$ cat config.mk
export PLATFORM = sky130hd
export DESIGN_NAME = bht_update_controller_flat
export DESIGN_NICKNAME = d
export VERILOG_FILES = /design/src/rtl/bht_update_controller_if.sv /design/src/rtl/bht_update_controller.sv /design/src/flat_wrapper.sv
export SDC_FILE = /design/constraint.sdc
export NUM_CORES = 1
export LEC_CHECK = 0
export CORE_UTILIZATION = 30
export CTS_CLUSTER_SIZE = 14
export DETAILED_ROUTE_END_ITERATION = 10
export PLACE_DENSITY_LB_ADDON = 0.12
export SLEW_MARGIN = 15
export SYNTH_ARGS = -nofsm -noshare
export SYNTH_HDL_FRONTEND = slang
export SYNTH_SLANG_ARGS = --single-unit
$ cat constraint.sdc
create_clock -name clk -period 5.5 [get_ports clk]
set_clock_uncertainty 0.15 [all_clocks]
set_input_delay 0.825 -clock clk [delete_from_list [all_inputs] [get_ports clk]]
set_output_delay 0.825 -clock clk [all_outputs]
set_load 0.03 [all_outputs]
$ cat src/rtl/bht_update_controller_if.sv
// Update-request and BHT maintenance-port bundle shared by the update controller and its environment.
// The slave modport is the controller's view; the master modport is the MEM stage plus RAM side.
interface bht_update_controller_if #(
    parameter int INDEX_W = 8
);
    logic               upd_valid;
    logic               upd_ready;
    logic [INDEX_W-1:0] upd_index;
    logic               upd_taken;

    logic [INDEX_W-1:0] mem_addr;
    logic               mem_re;
    logic [1:0]         mem_rdata;
    logic               mem_we;
    logic [1:0]         mem_wdata;

    modport master (
        output upd_valid, upd_index, upd_taken, mem_rdata,
        input  upd_ready, mem_addr, mem_re, mem_we, mem_wdata
    );

    modport slave (
        input  upd_valid, upd_index, upd_taken, mem_rdata,
        output upd_ready, mem_addr, mem_re, mem_we, mem_wdata
    );
endinterface

$ cat src/rtl/bht_update_controller.sv
// Owns every write into the BHT: sweeps the table to INIT_VAL after reset or flush, and
// applies queued resolved-branch updates as read-modify-write of the 2-bit saturating counters.
module bht_update_controller #(
    parameter int         INDEX_W    = 8,
    parameter logic [1:0] INIT_VAL   = 2'b00,
    parameter int         FIFO_DEPTH = 2
) (
    input  logic                    clk,
    input  logic                    rst_n,
    bht_update_controller_if.slave  bus,
    input  logic                    flush_req,
    output logic                    init_done,
    output logic                    busy
);
    localparam int PTR_W = (FIFO_DEPTH > 1) ? $clog2(FIFO_DEPTH) : 1;
    localparam int CNT_W = $clog2(FIFO_DEPTH + 1);
    localparam logic [INDEX_W-1:0] LAST_IDX = '1;

    typedef enum logic [1:0] {
        SWEEP,
        IDLE,
        RD,
        WR
    } state_t;

    state_t             state;
    logic [INDEX_W-1:0] sweep_ctr;

    logic [INDEX_W-1:0] fifo_index [FIFO_DEPTH];
    logic               fifo_taken [FIFO_DEPTH];
    logic [PTR_W-1:0]   wr_ptr;
    logic [PTR_W-1:0]   rd_ptr;
    logic [CNT_W-1:0]   count;
    logic [CNT_W-1:0]   count_next;

    logic               fifo_full;
    logic               fifo_empty;
    logic               push;
    logic               pop;
    logic [INDEX_W-1:0] head_index;
    logic               head_taken;

    function automatic logic [PTR_W-1:0] ptr_inc(input logic [PTR_W-1:0] p);
        return (p == PTR_W'(FIFO_DEPTH - 1)) ? '0 : p + PTR_W'(1);
    endfunction

    function automatic logic [1:0] sat(input logic [1:0] v, input logic taken);
        if (taken)
            return (v == 2'b11) ? v : v + 2'b01;
        else
            return (v == 2'b00) ? v : v - 2'b01;
    endfunction

    assign fifo_full  = (count == CNT_W'(FIFO_DEPTH));
    assign fifo_empty = (count == '0);
    assign head_index = fifo_index[rd_ptr];
    assign head_taken = fifo_taken[rd_ptr];

    // Ready uses the pre-pop full flag, so a full queue refuses even while WR frees a slot.
    assign bus.upd_ready = (state != SWEEP) && !fifo_full && !flush_req;
    assign push          = bus.upd_valid && bus.upd_ready;
    assign pop           = (state == WR);
    assign count_next    = count + CNT_W'(push) - CNT_W'(pop);

    assign init_done = (state != SWEEP);
    assign busy      = (state != IDLE);

    // Enables are gated by rst_n so nothing reaches the RAM the moment reset falls.
    always_comb begin
        bus.mem_addr  = head_index;
        bus.mem_re    = 1'b0;
        bus.mem_we    = 1'b0;
        bus.mem_wdata = sat(bus.mem_rdata, head_taken);
        case (state)
            SWEEP: begin
                bus.mem_we    = rst_n;
                bus.mem_addr  = sweep_ctr;
                bus.mem_wdata = INIT_VAL;
            end
            RD:      bus.mem_re = rst_n;
            WR:      bus.mem_we = rst_n;
            default: ;
        endcase
    end

    always_ff @(posedge clk) begin
        if (push) begin
            fifo_index[wr_ptr] <= bus.upd_index;
            fifo_taken[wr_ptr] <= bus.upd_taken;
        end
    end

    always_ff @(posedge clk or negedge rst_n) begin
        if (!rst_n) begin
            state     <= SWEEP;
            sweep_ctr <= '0;
            wr_ptr    <= '0;
            rd_ptr    <= '0;
            count     <= '0;
        end else if (flush_req) begin
            state     <= SWEEP;
            sweep_ctr <= '0;
            wr_ptr    <= '0;
            rd_ptr    <= '0;
            count     <= '0;
        end else begin
            if (push)
                wr_ptr <= ptr_inc(wr_ptr);
            if (pop)
                rd_ptr <= ptr_inc(rd_ptr);
            count <= count_next;
            case (state)
                SWEEP: begin
                    sweep_ctr <= sweep_ctr + INDEX_W'(1);
                    if (sweep_ctr == LAST_IDX)
                        state <= IDLE;
                end
                IDLE: begin
                    if (!fifo_empty)
                        state <= RD;
                end
                RD: state <= WR;
                WR: state <= (count_next != '0) ? RD : IDLE;
                default: state <= SWEEP;
            endcase
        end
    end
endmodule
$ cat src/flat_wrapper.sv
// flat-port wrapper written by rule: the top's interface ports become plain ports
module bht_update_controller_flat 
#(
    parameter int         INDEX_W    = 8,
    parameter logic [1:0] INIT_VAL   = 2'b00,
    parameter int         FIFO_DEPTH = 2
)
  (clk, rst_n, flush_req, init_done, busy, bus_upd_valid, bus_upd_index, bus_upd_taken, bus_mem_rdata, bus_upd_ready, bus_mem_addr, bus_mem_re, bus_mem_we, bus_mem_wdata);
  bht_update_controller_if #(.INDEX_W(INDEX_W)) bus_i ();
  input  logic clk;
  input  logic rst_n;
  input  logic flush_req;
  output logic init_done;
  output logic busy;
  input wire logic [$bits(bus_i.upd_valid)-1:0] bus_upd_valid;
  input wire logic [$bits(bus_i.upd_index)-1:0] bus_upd_index;
  input wire logic [$bits(bus_i.upd_taken)-1:0] bus_upd_taken;
  input wire logic [$bits(bus_i.mem_rdata)-1:0] bus_mem_rdata;
  output wire logic [$bits(bus_i.upd_ready)-1:0] bus_upd_ready;
  output wire logic [$bits(bus_i.mem_addr)-1:0] bus_mem_addr;
  output wire logic [$bits(bus_i.mem_re)-1:0] bus_mem_re;
  output wire logic [$bits(bus_i.mem_we)-1:0] bus_mem_we;
  output wire logic [$bits(bus_i.mem_wdata)-1:0] bus_mem_wdata;
  assign bus_i.upd_valid = bus_upd_valid;
  assign bus_i.upd_index = bus_upd_index;
  assign bus_i.upd_taken = bus_upd_taken;
  assign bus_i.mem_rdata = bus_mem_rdata;
  assign bus_upd_ready = bus_i.upd_ready;
  assign bus_mem_addr = bus_i.mem_addr;
  assign bus_mem_re = bus_i.mem_re;
  assign bus_mem_we = bus_i.mem_we;
  assign bus_mem_wdata = bus_i.mem_wdata;
  bht_update_controller #(.INDEX_W(INDEX_W), .INIT_VAL(INIT_VAL), .FIFO_DEPTH(FIFO_DEPTH)) u_core (.clk(clk), .rst_n(rst_n), .bus(bus_i), .flush_req(flush_req), .init_done(init_done), .busy(busy));
endmodule
==> summary.md, run 1 <==
| Metric | Value |
|---|---|
| Multi-input gate area | 631 µm² |
| Starting Density | 0.311 |
| Setup Fix Bufs, Post-CTS | 0 |
| Crit-path max FO | 27 |
| CTS Hold Bufs | 0 |
| Crit end category | primary output |
| Commonest non-fill, non-tap cell in the layout | clkdlybuf4s50_1 |
| Die area | 5560 µm² |
| Worst-Margin Slew | 978 ps |
| Root Driver | clkbuf_8 |
| Clock power frac | 0.284 |
| DRC | 0 |
| Vias in the first global route | 1,074 |
| Syn. warnings | 0 |
| Tightest Hold Check Type | flip-flop to flip-flop |
| Setup TNS | 0 ps |
| Largest net degree at the start of global routing | 28 |
| Sequential area share after synthesis | 0.564 |
| First-pass GRT wire length | 4910 µm |
| Wire length on met2 | 1410 µm |
| Flop pwr share | 0.392 |
| RSZ-0062 raised after global routing | no |
| Total Routing Usage GR | 0.126 |
| Async S/R FF share, synth | 0.438 |
| Die Wd | 74.6 µm |
| Clock Path Buffers | 2 |
| GRT overflow | 0 |
| Mapped Area | 1580 µm² |
| CTS buffer count | 5 |
| CTS tree | built |
| Critical Path Start Type | flip-flop |
| Crit Reg-Reg Endpoint | u_core.fifo_index[0][3] |
| Worst VDD drop | 0.177 mV |
| Fin nets | 189 |
| Post-layout min period | 3700 ps |
| Clock latency on the worst-skew pair | 280 ps |
| Final slew viol count | 0 |
| Final Non-Filler Cells | 237 |
| Diode count | 0 |
| R2R setup slack | 2590 ps |
| I/O pins | 30 |
| Post-CTS sizing | 0 |
| Post-DP HPWL | 2160 µm |
| Max_cap viols | 0 |
| Reg-to-Reg Start | u_core.state[0] |
| CTS clk-pin slew, worst paths | 60 ps |
| Metal-1 WL | 1440 µm |
| Initial antenna violation count | 0 |
| RD Place Congestion | 0.702 |
| Final core occ | 0.403 |
| Prevailing post-synth register cell | edfxtp_1 |
| Synth area leaders | edfxtp_1, dfrtp_1, ha_1, mux2i_1, o21ai_0 |
| Synth top area share | 0.342 |
| Worst Setup EP | bus_mem_addr[5] |
| WL/cell | 12.7 µm |
| Met3 routed WL | 110 µm |
| Crit Path Class | flip-flop to primary output |
| Sink Count | 32 |
| Logic pwr share | 0.324 |
| Filler cell count | 522 |
| Internal Dissipation | 494 µW |
| Crit path required time | 4530 ps |
| Sw Ratio | 0.326 |
| Slew Limit Headroom | 0.348 |
| Die H | 74.6 µm |
| Total core area | 5070 µm² |
| Row cnt | 26 |
| Vias | 1,083 |
| Seq cells post-synth | 32 |
| Vias per inst | 4.57 |
| Net switching power | 239 µW |
| Register-to-Register Path Depth | 4 |
| Status | finished, final reports clean |
| Syn avg cell area | 11.7 µm² |
| Power per cell area | 358 nW/µm² |
| Synth Instances | 135 |
| Port Buffers | 29 |
| Fmax | 270 MHz |
| Sequential Area | 891 µm² |
| Syn_nets | 158 |
| Post-synth cell types | 28 |
| Number of flops mapped to enable cells by yosys | 18 |
| Final Hold Vio Count | 0 |
| P&R area growth vs syn | 29.5% |
| Inst Count DP | 229 |
| Largest area contributor in the netlist | edfxtp_1 |
| DR pass1 iterations | 4 |
| Data arrival, critical path | 2730 ps |
| Commonest non-fill, non-tap cells in the layout | clkdlybuf4s50_1, edfxtp_1, nor2_1, dfrtp_1, nand2_1 |
| Final setup fails | 0 |
| Period Utilization, post-route | 0.673 |
| Iter 0 DRT Violations | 62 |
| H-tree depth | 2 |
| Detail Route Antenna Nets | 0 |
| Leak | 0.000759 µW |
| Crit path from | u_core.state[0] |
| Layout cells sized above 1 | 0.0599 |
| Wirelength, routed | 3020 µm |
| Top Metal Used | met4 |
sequential cells by signal, indices dropped and copies added, names as in the netlist:
register,count
u_core.count,2
u_core.fifo_index,16
u_core.fifo_taken,2
u_core.rd_ptr,1
u_core.state,2
u_core.sweep_ctr,8
u_core.wr_ptr,1
area by class of cell:
type / instances / area share
multi-input cells: 89 / 0.308
repair buffers: 29 / 0.142
inverters: 9 / 0.0165
well taps: 70 / 0.0428
flip-flops and latches: 32 / 0.436
clock inverters: 1 / 0.00184
clock buffers: 7 / 0.0526
critical path, stage by stage, from the launching register on:
cell and delay, ps:
dfrtp_1 430, inv_1 140, ha_1 820, nand2_1 190, o21ai_0 150, clkdlybuf4s50_1 710
layer usage:
layer | vias up | GRT usage
li1 | 533 | -
met1 | 519 | 0.156
met2 | 25 | 0.194
met3 | 6 | 0.0447
met4 | 0 | 0.0650
met5 | - | 0
power groups by stage:
stage,combinational [µW],sequential (µW),clock (µW)
2_1_floorplan,150,287,0
3_3_place_gp,237,291,0
3_5_place_dp,239,291,0
4_1_cts,241,287,217
5_1_grt,258,290,228
6_report,237,287,208
Yosys cell counts (all sizes together) (2+ instances only):
library cell  number
a211oi             4
a21oi              3
a31oi              2
and2               3
buf                2
clkbuf             3
dfrtp             14
edfxtp            18
ha                 8
inv                9
mux2i             10
nand2             12
nand4              3
nor2              14
nor2b              2
o21ai             11
or3                3
xnor2              4
xor2               3
metrics by stage:
stage                     setup WS, ps  power, µW  area [µm²]  hold slack [ps]
after floorplan                   2720        436        1580              374
after global placement            1870        528        1930              396
after detailed placement          1860        530        1930              418
after CTS                         1720        744        2040              437
after global routing              1560        775        2040              463
final                             1800        733        2040              434
kinds of logic (layout without fill, tap and decap cells):
family,count (synthesis),after routing,share of synthesized area
and+or+nand+nor,40,40,0.116
buffers and inverters,14,46,0.0364
DFF,32,32,0.564
AOI/OAI and AO/OA,22,22,0.0975
muxes,10,10,0.0634
adders and majority gates,9,9,0.0697
xor gates and xnor gates,8,8,0.0531
worst min-delay path by stage:
stage	startpoint	to	cells past startpoint
after CTS	u_core.sweep_ctr[7]	u_core.sweep_ctr[7]	2
after floorplan	u_core.wr_ptr	u_core.wr_ptr	2
after detailed placement	u_core.sweep_ctr[7]	u_core.sweep_ctr[7]	2
after global placement	u_core.wr_ptr	u_core.wr_ptr	2
after global routing	u_core.sweep_ctr[7]	u_core.sweep_ctr[7]	2
final	u_core.sweep_ctr[7]	u_core.sweep_ctr[7]	2
Power figures use the tool's default switching activity.
==> run 2, diff against run 1 <==
Clock period 5.5 ns to 3.5 ns, I/O delays scaled along.
==> summary.md, run 2 (synthesis results as in run 1) <==
| Metric | Value |
|---|---|
| Final setup fails | 0 (unchanged) |
| Power per cell area | 566 nW/µm² (+58%) |
| RSZ-0062 raised after global routing | no |
| Leak | 0.000769 µW (+1.4%) |
| First-pass GRT wire length | 5200 µm (+5.9%) |
| Initial antenna violation count | 0 (unchanged) |
| Largest net degree at the start of global routing | 28 (unchanged) |
| Vias in the first global route | 1,117 (+4.0%) |
| Hold slack | 444 ps (+9.88 ps) |
| Total core area | 5070 µm² (unchanged) |
| Wirelength, routed | 3150 µm (+4.4%) |
| Sink Count | 32 (unchanged) |
| GRT overflow | 0 (unchanged) |
| Setup Fix Bufs, Post-CTS | 0 (unchanged) |
| Clock Path Buffers | 2 (unchanged) |
| End of the worst hold path | u_core.sweep_ctr[7] |
| Die Wd | 74.6 µm (unchanged) |
| Top reg by flops | u_core.fifo_index |
| Port Buffers | 29 (unchanged) |
| CTS tree | built |
| Status | finished, final reports clean |
| DR pass1 iterations | 3 (-1) |
| Row cnt | 26 (unchanged) |
| Detail Route Antenna Nets | 0 (unchanged) |
| Max reg flops | 16 (unchanged) |
| Crit end category | primary output |
| Final slew viol count | 0 (unchanged) |
| Hold Startpoint | u_core.sweep_ctr[7] |
| Max_cap viols | 0 (unchanged) |
| Diode count | 0 (unchanged) |
| WL/cell | 13.1 µm (+3.1%) |
| Filler cell count | 517 (-0.96%) |
| Critical Path Start Type | flip-flop |
| Worst hold stages | 2 (unchanged) |
| Die area | 5560 µm² (unchanged) |
| Fmax | 332 MHz |
| Iter 0 DRT Violations | 50 (-19%) |
| Tightest Hold Check Type | flip-flop to flip-flop |
| Reg-to-Reg Start | u_core.state[0] |
| Root Driver | clkbuf_8 |
| Period Utilization, post-route | 0.860 |
| Final Hold Vio Count | 0 (unchanged) |
| Worst-Margin Slew | 542 ps (-436 ps) |
| Crit-path max FO | 27 (unchanged) |
| Fin nets | 192 (+1.6%) |
| P&R area growth vs syn | 30.7% |
| Starting Density | 0.311 (unchanged) |
| Die H | 74.6 µm (unchanged) |
| Largest regs | u_core.fifo_index: 16 flops, u_core.sweep_ctr: 8 flops |
| Post-DP HPWL | 2340 µm (+8.0%) |
| CTS clk-pin slew, worst paths | 60 ps (about the same) |
| Total Routing Usage GR | 0.131 (+0.00467) |
| I/O pins | 30 (unchanged) |
| DRC | 0 (unchanged) |
| Post-layout min period | 3010 ps |
| Vias | 1,070 (-1.2%) |
| Register-to-Register Path Depth | 7 (+3) |
| Clock latency on the worst-skew pair | 280 ps (about the same) |
| Crit path required time | 2820 ps (-1710 ps) |
| CTS buffer count | 5 (unchanged) |
| Layout cells sized above 1 | 0.0765 (+0.0166) |
| Slew Limit Headroom | 0.639 (+0.291) |
| Setup TNS | 0 ps (unchanged) |
| Commonest non-fill, non-tap cell in the layout | clkdlybuf4s50_1 |
| H-tree depth | 2 (unchanged) |
| Crit Path Class | flip-flop to primary output |
| Crit Reg-Reg Endpoint | u_core.state[0] |
| Vias per inst | 4.46 (-2.4%) |
| Worst VDD drop | 0.315 mV (+79%) |
| Commonest non-fill, non-tap cells in the layout | clkdlybuf4s50_1, edfxtp_1, nor2_1, dfrtp_1, nand2_1 |
| R2R setup slack | 910 ps (-1680 ps) |
| Data arrival, critical path | 2330 ps (-400 ps) |
| RD Place Congestion | 0.729 (+3.9%) |
## run 2: routing by layer
layer  track usage  up-vias  routed length, µm  part of all wire
li1              -      540                  -                 -
met1         0.171      501               1400              0.44
met2         0.199       21               1560              0.50
met3        0.0298        8                118             0.037
met4        0.0755        0                 74             0.023
met5             0        -                  0                 0
## run 2: through the flow
stage          cells  power [µW]  cell area [µm²]  utilization  setup slack, ps
5_1_grt          240        1230             2060        0.407              300
6_report         240        1170             2060        0.407              491
3_3_place_gp     232         830             1960        0.385              485
3_5_place_dp     232         841             1960        0.385              413
2_1_floorplan    135         686             1580            -             1020
4_1_cts          240        1180             2060        0.406              102
## run 2: worst max-delay path, cell delays in order (launching register included)
cell	delay, ps
dfrtp_1	430
inv_1	150
ha_2	530
nand2_1	140
o21ai_0	110
clkdlybuf4s50_1	690
## run 2: how the worst max path moves through the flow
stage	start	end	slack [ps]	depth (start not counted)
CTS	u_core.state[0]	bus_mem_addr[5]	100	5
finish	u_core.state[0]	bus_mem_addr[5]	490	5
floorplan	u_core.state[0]	bus_upd_ready	1020	5
global route	u_core.state[0]	bus_mem_addr[5]	300	5
detailed placement	u_core.state[0]	bus_mem_addr[5]	410	5
global placement	u_core.state[0]	bus_mem_addr[5]	490	5
## run 2: where the power goes
group / switching, µW / total (µW) / internal (µW)
clock network: 131 / 338 / 207
logic: 224 / 380 / 156
registers: 25.0 / 450 / 425
total: 381 / 1170 / 788
## run 2: cell type report
cell class	instances	area, µm²	area share
flip-flops and latches	32	891	0.432
repair buffers	32	313	0.152
clock buffers	5	68.8	0.0333
clock inverters	3	37.5	0.0182
inverters	9	33.8	0.0164
multi-input cells	89	633	0.307
well taps	70	87.6	0.0424
## run 2: timing repair
action | 4_1_cts | 5_1_grt
setup endpoints to repair | 0 | 4
hold buffers | 0 | 0
gates resized for setup | 0 | 1
==> RTL edit 1 (settings of run 2) <==
The 4 states of `state_t` get a one-hot encoding in 4 bits.
--- a/src/rtl/bht_update_controller.sv
+++ b/src/rtl/bht_update_controller.sv
@@ -16,11 +16,11 @@
     localparam int CNT_W = $clog2(FIFO_DEPTH + 1);
     localparam logic [INDEX_W-1:0] LAST_IDX = '1;
 
-    typedef enum logic [1:0] {
-        SWEEP,
-        IDLE,
-        RD,
-        WR
+    typedef enum logic [3:0] {
+        SWEEP = 4'b0001,
+        IDLE  = 4'b0010,
+        RD    = 4'b0100,
+        WR    = 4'b1000
     } state_t;
 
     state_t             state;
Formal check against the unedited RTL: same outputs for any inputs over 10 cycles, from zero or initial values and one cycle with rst_n low; not proved beyond that.
==> RTL edit 1 against run 2 <==
Sequential share of layout area grew 0.63 points; wire length shrank 3.2%; setup slack lost 14 ps; sequential cell count grew 2; cell area grew 4.2%; synthesized area grew 5.0%.
Power is not compared: it rests on default switching activity, and its combinational part moved more than twofold at a synthesized area within 25%.
==> RTL edit 1: results (changes against run 2) <==
| Metric | Value |
|---|---|
| Outcome | `complete, no violations (unchanged)` |
| Iteration count of the initial detailed-routing pass | `4 (was 3)` |
| Fraction of layout instances using a drive strength above 1 | `10.7% (was 7.65%)` |
| Area used by sequential logic in the layout | `942 sq um (was 891 sq um)` |
| Non-clock buffer count | `34 (was 32)` |
| Sw Ratio | `around a quarter` |
| Estimated wirelength of the detail-placed design | `2160 um (was 2340 um)` |
| Total length of routed wires | `3050 um (was 3150 um)` |
| Source-to-sink clock delay at the later pin of the worst-skew pair | `280 ps (about the same)` |
| Worst vdd rail ir drop | `between 0.0002 and 0.00025 V` |
| Data buffer area share | `15.2% (about the same)` |
| Distinct cell type count of the synthesized netlist | `32 (was 28)` |
| Leading registers by flop count | `u_core.fifo_index x16, u_core.sweep_ctr x8, u_core.state x4 (was u_core.fifo_index x16, u_core.sweep_ctr x8)` |
| All-layer global routing usage | `11.8% (was 13.1%)` |
| Global-route wire length before repair | `5240 um (was 5200 um)` |
| Post-cts repair resize count | `0 (unchanged)` |
| Place WS | `767 ps (was 413 ps)` |
| Antenna violations before repair | `0 (unchanged)` |
| Arrival time worst endpoint | `2350 ps (was 2330 ps)` |
| Fill count | `526 (was 517)` |
| Largest net degree at the start of global routing | `34 (was 28)` |
| Fraction of standard cell area in multi-input logic | `31.1% (was 30.7%)` |
| Number of nets in the finished design | `194 (was 192)` |
| Final weighted congestion of routability-driven global placement | `0.759 (was 0.729)` |
| Part of the power in the clock network | `approximately a third` |
| Multi-Input Combinational | `97 (was 89)` |
| Hold/Removal Path Class | `primary input to async pin (was flip-flop to flip-flop)` |
| Top post-synthesis cells by count | `edfxtp_1 (18), nor2_1 (18), dfrtp_1 (15) (was edfxtp_1 (18), dfrtp_1 (14), nor2_1 (14))` |
| Violation count after the first detailed-routing iteration | `23 (was 50)` |
| Rel. slew slack | `59.2% (was 63.9%)` |
| Via count of the routed design | `1,112 (was 1,070)` |
| Post-Syn Nets | `158 (unchanged)` |
| Max Fanout on Critical Path | `33 (was 27)` |
| Number of sequential storage elements | `34 (was 32)` |
| ClkCell Share | `5.12% (was 5.15%)` |
[RTL edit 1: changes by cell type in the layout (fill, tap and decap cells not counted), sizes merged, moves of 3 or more]
cell,delta
a211oi,-4
a21oi,+3
clkbuf,+3
ha,-5
inv,-5
nor2,+4
nor4b,+4
or3,-3
xor2,+5
[RTL edit 1: critical path: stages, from the launching register on]
cell             delay [ps]
dfstp_2                 590
nor4b_4                 200
buf_4                   370
nand2_1                  90
o21ai_0                 100
clkdlybuf4s50_1         710
[RTL edit 1: cell families after synthesis]
kind of cell / after synthesis / share of synthesized area, %
flops: 34 / 56.8
fa+ha+maj: 3 / 2.26
simple gates: 51 / 19.0
compound gates: 21 / 6.79
xor+xnor: 13 / 6.87
buf+inv: 9 / 2.79
mux: 9 / 5.43
[RTL edit 1: routing by layer]
metal	global-route usage, %	vias up	wire length [um]
met5	0	-	0
met4	5.77	0	60
met3	3.47	5	135
met2	19.4	22	1460
met1	13.9	520	1390
li1	-	565	-
[RTL edit 1: path summary, 6_finish.rpt]
check,startpoint,endpoint,cells after the start,slack [ps]
min,rst_n,u_core.count[1],2,400
max reg2reg,u_core.state[0],u_core.state[1],8,1080
max in group asynchronous,rst_n,u_core.state[0],2,2590
max,u_core.state[0],bus_mem_addr[5],5,480
min reg2reg,u_core.wr_ptr,u_core.wr_ptr,2,420
min in group clk,u_core.wr_ptr,u_core.wr_ptr,2,420
[RTL edit 1: stage by stage]
| step | power, mW | instances | util (%) |
|---|---|---|---|
| 3_5_place_dp | 0.619 | 239 | 39.2 |
| 4_1_cts | 0.956 | 247 | 41.3 |
| 6_report | 0.940 | 247 | 41.3 |
| 2_1_floorplan | 0.549 | 140 | - |
| 5_1_grt | 0.985 | 247 | 41.3 |
| 3_3_place_gp | 0.618 | 239 | 39.2 |
==> RTL edit 2 (flow settings as in run 2) <==
Made on the original files. `FIFO_DEPTH` is set to 2 in 2 places; all go to 1.
--- a/src/rtl/bht_update_controller.sv
+++ b/src/rtl/bht_update_controller.sv
@@ -3,7 +3,7 @@
 module bht_update_controller #(
     parameter int         INDEX_W    = 8,
     parameter logic [1:0] INIT_VAL   = 2'b00,
-    parameter int         FIFO_DEPTH = 2
+    parameter int         FIFO_DEPTH = 1
 ) (
     input  logic                    clk,
     input  logic                    rst_n,
--- a/src/flat_wrapper.sv
+++ b/src/flat_wrapper.sv
@@ -3,7 +3,7 @@
 #(
     parameter int         INDEX_W    = 8,
     parameter logic [1:0] INIT_VAL   = 2'b00,
-    parameter int         FIFO_DEPTH = 2
+    parameter int         FIFO_DEPTH = 1
 )
   (clk, rst_n, flush_req, init_done, busy, bus_upd_valid, bus_upd_index, bus_upd_taken, bus_mem_rdata, bus_upd_ready, bus_mem_addr, bus_mem_re, bus_mem_we, bus_mem_wdata);
   bht_update_controller_if #(.INDEX_W(INDEX_W)) bus_i ();
Check against the original RTL: same outputs for any inputs over 10 cycles, from zero or initial values and one cycle with rst_n low; that may be too few to reach the edited logic, so the function may still have changed.
==> RTL edit 2 against run 2 <==
Synthesized area is 32% lower; critical path type unchanged; hold slack worse by 18 ps; core utilization is 3.0 points higher; sequential power is 34% lower; total power is 26% lower; setup slack worse by 150 ps; sequential cell count is 12 lower; cell area is 28% lower; wire length is 28% lower; largest power group is now combinational cells; register-to-register slack better by 160 ps.
==> RTL edit 2: results (changes against run 2) <==
| Metric | Value |
|---|---|
| Hold/Removal Path Class | `primary input to async pin (was flip-flop to flip-flop)` |
| Violation count after the first detailed-routing iteration | `11 (was 50)` |
| Adder-Cell Fraction of Synth Area | `6.99% (was 6.97%)` |
| All-layer global routing usage | `13.9% (was 13.1%)` |
| Met1 capacity usage during global routing | `18.7% (was 17.1%)` |
| Clock slew at the register clock pins of the worst setup and hold paths | `120 ps (was 60 ps)` |
| Sw Ratio | `35.3% (was 32.6%)` |
| Count of H-tree levels built during CTS | `1 (was 2)` |
| Total sequential power | `297 uW (was 450 uW)` |
| Metal1 wirelength | `1110 um (was 1400 um)` |
| Leakage power figure | `0.614 nW (was 0.769 nW)` |
| Iteration count of the initial detailed-routing pass | `4 (was 3)` |
| ClkCell Share | `3.55% (was 5.15%)` |
| Reg2Reg Setup Slack | `1070 ps (was 910 ps)` |
| Outcome | `complete, no violations (unchanged)` |
| Number of nets in the finished design | `149 (was 192)` |
| Leading registers by flop count | `u_core.fifo_index x8, u_core.sweep_ctr x8, u_core.state x2 (was u_core.fifo_index x16, u_core.sweep_ctr x8)` |
| Post-synthesis cell type with the largest combined area | `dfrtp_1 (was edfxtp_1)` |
| Worst reg2reg path endpoint | `u_core.fifo_index[0][6] (was u_core.state[0])` |
| Post-synthesis sequential area ratio | `50.8% (was 56.4%)` |
| Async SR Flop Fraction | `55.0% (was 43.8%)` |
| Rel. slew slack | `62.4% (was 63.9%)` |
| Capturing instance or port of the critical path | `bus_upd_ready (was bus_mem_addr[5])` |
| Biggest cell delay along the critical path | `710 ps (was 690 ps)` |
| Final routed wire length divided by cell count | `13.2 um (was 13.1 um)` |
| Synthesis-stage register bit count | `20 (was 32)` |
| Global-route wire length before repair | `3730 um (was 5200 um)` |
| Multi-input gate area in the final layout | `493 sq um (was 633 sq um)` |
| Fraction of layout instances using a drive strength above 1 | `17.3% (was 7.65%)` |
| Largest net degree at the start of global routing | `14 (was 28)` |
| Multiplexer share of the synthesized area | `9.32% (was 6.34%)` |
| Clock tree root buffer cell | `clkbuf_4 (was clkbuf_8)` |
| Final weighted congestion of routability-driven global placement | `0.725 (was 0.729)` |
| Count of flip-flops with a built-in enable after synthesis | `9 (was 18)` |
| Non-clock inverter count | `5 (was 9)` |
| Portion of synthesized cell area occupied by the leading cell type | `25.6% (was 34.2%)` |
| Clock buffers created by TritonCTS | `3 (was 5)` |
| Post-Syn Nets | `115 (was 158)` |
| Largest cells by area after synthesis | `dfrtp_1 (26%), edfxtp_1 (25%), mux2_2 (8.4%) (was edfxtp_1 (34%), dfrtp_1 (22%), ha_1 (6.3%))` |
| Estimated wirelength of the detail-placed design | `1710 um (was 2340 um)` |
| Arrival time worst endpoint | `2490 ps (was 2330 ps)` |
RTL edit 2: changes by cell type after synthesis, moves of 3 or more:
cell | before | now
inv_1 | 9 | 5
o21ai_0 | 11 | 4
mux2i_1 | 10 | 1
nand2_1 | 12 | 4
mux2_2 | 0 | 8
dfrtp_1 | 14 | 11
edfxtp_1 | 18 | 9
nor2_1 | 14 | 8
xnor2_1 | 4 | 1
a21oi_1 | 3 | 7
RTL edit 2: per-stage QoR:
| step | power, mW | hold WS [ps] | worst slack, ps | instance area (sq um) | cells |
|---|---|---|---|---|---|
| global route | 0.913 | 440 | 141 | 1480 | 173 |
| global placement | 0.675 | 418 | 729 | 1430 | 169 |
| detailed placement | 0.677 | 427 | 674 | 1430 | 169 |
| finish | 0.859 | 426 | 339 | 1480 | 173 |
| floorplan | 0.540 | 79.4 | 1010 | 1070 | 94 |
| CTS | 0.871 | 432 | 283 | 1480 | 173 |
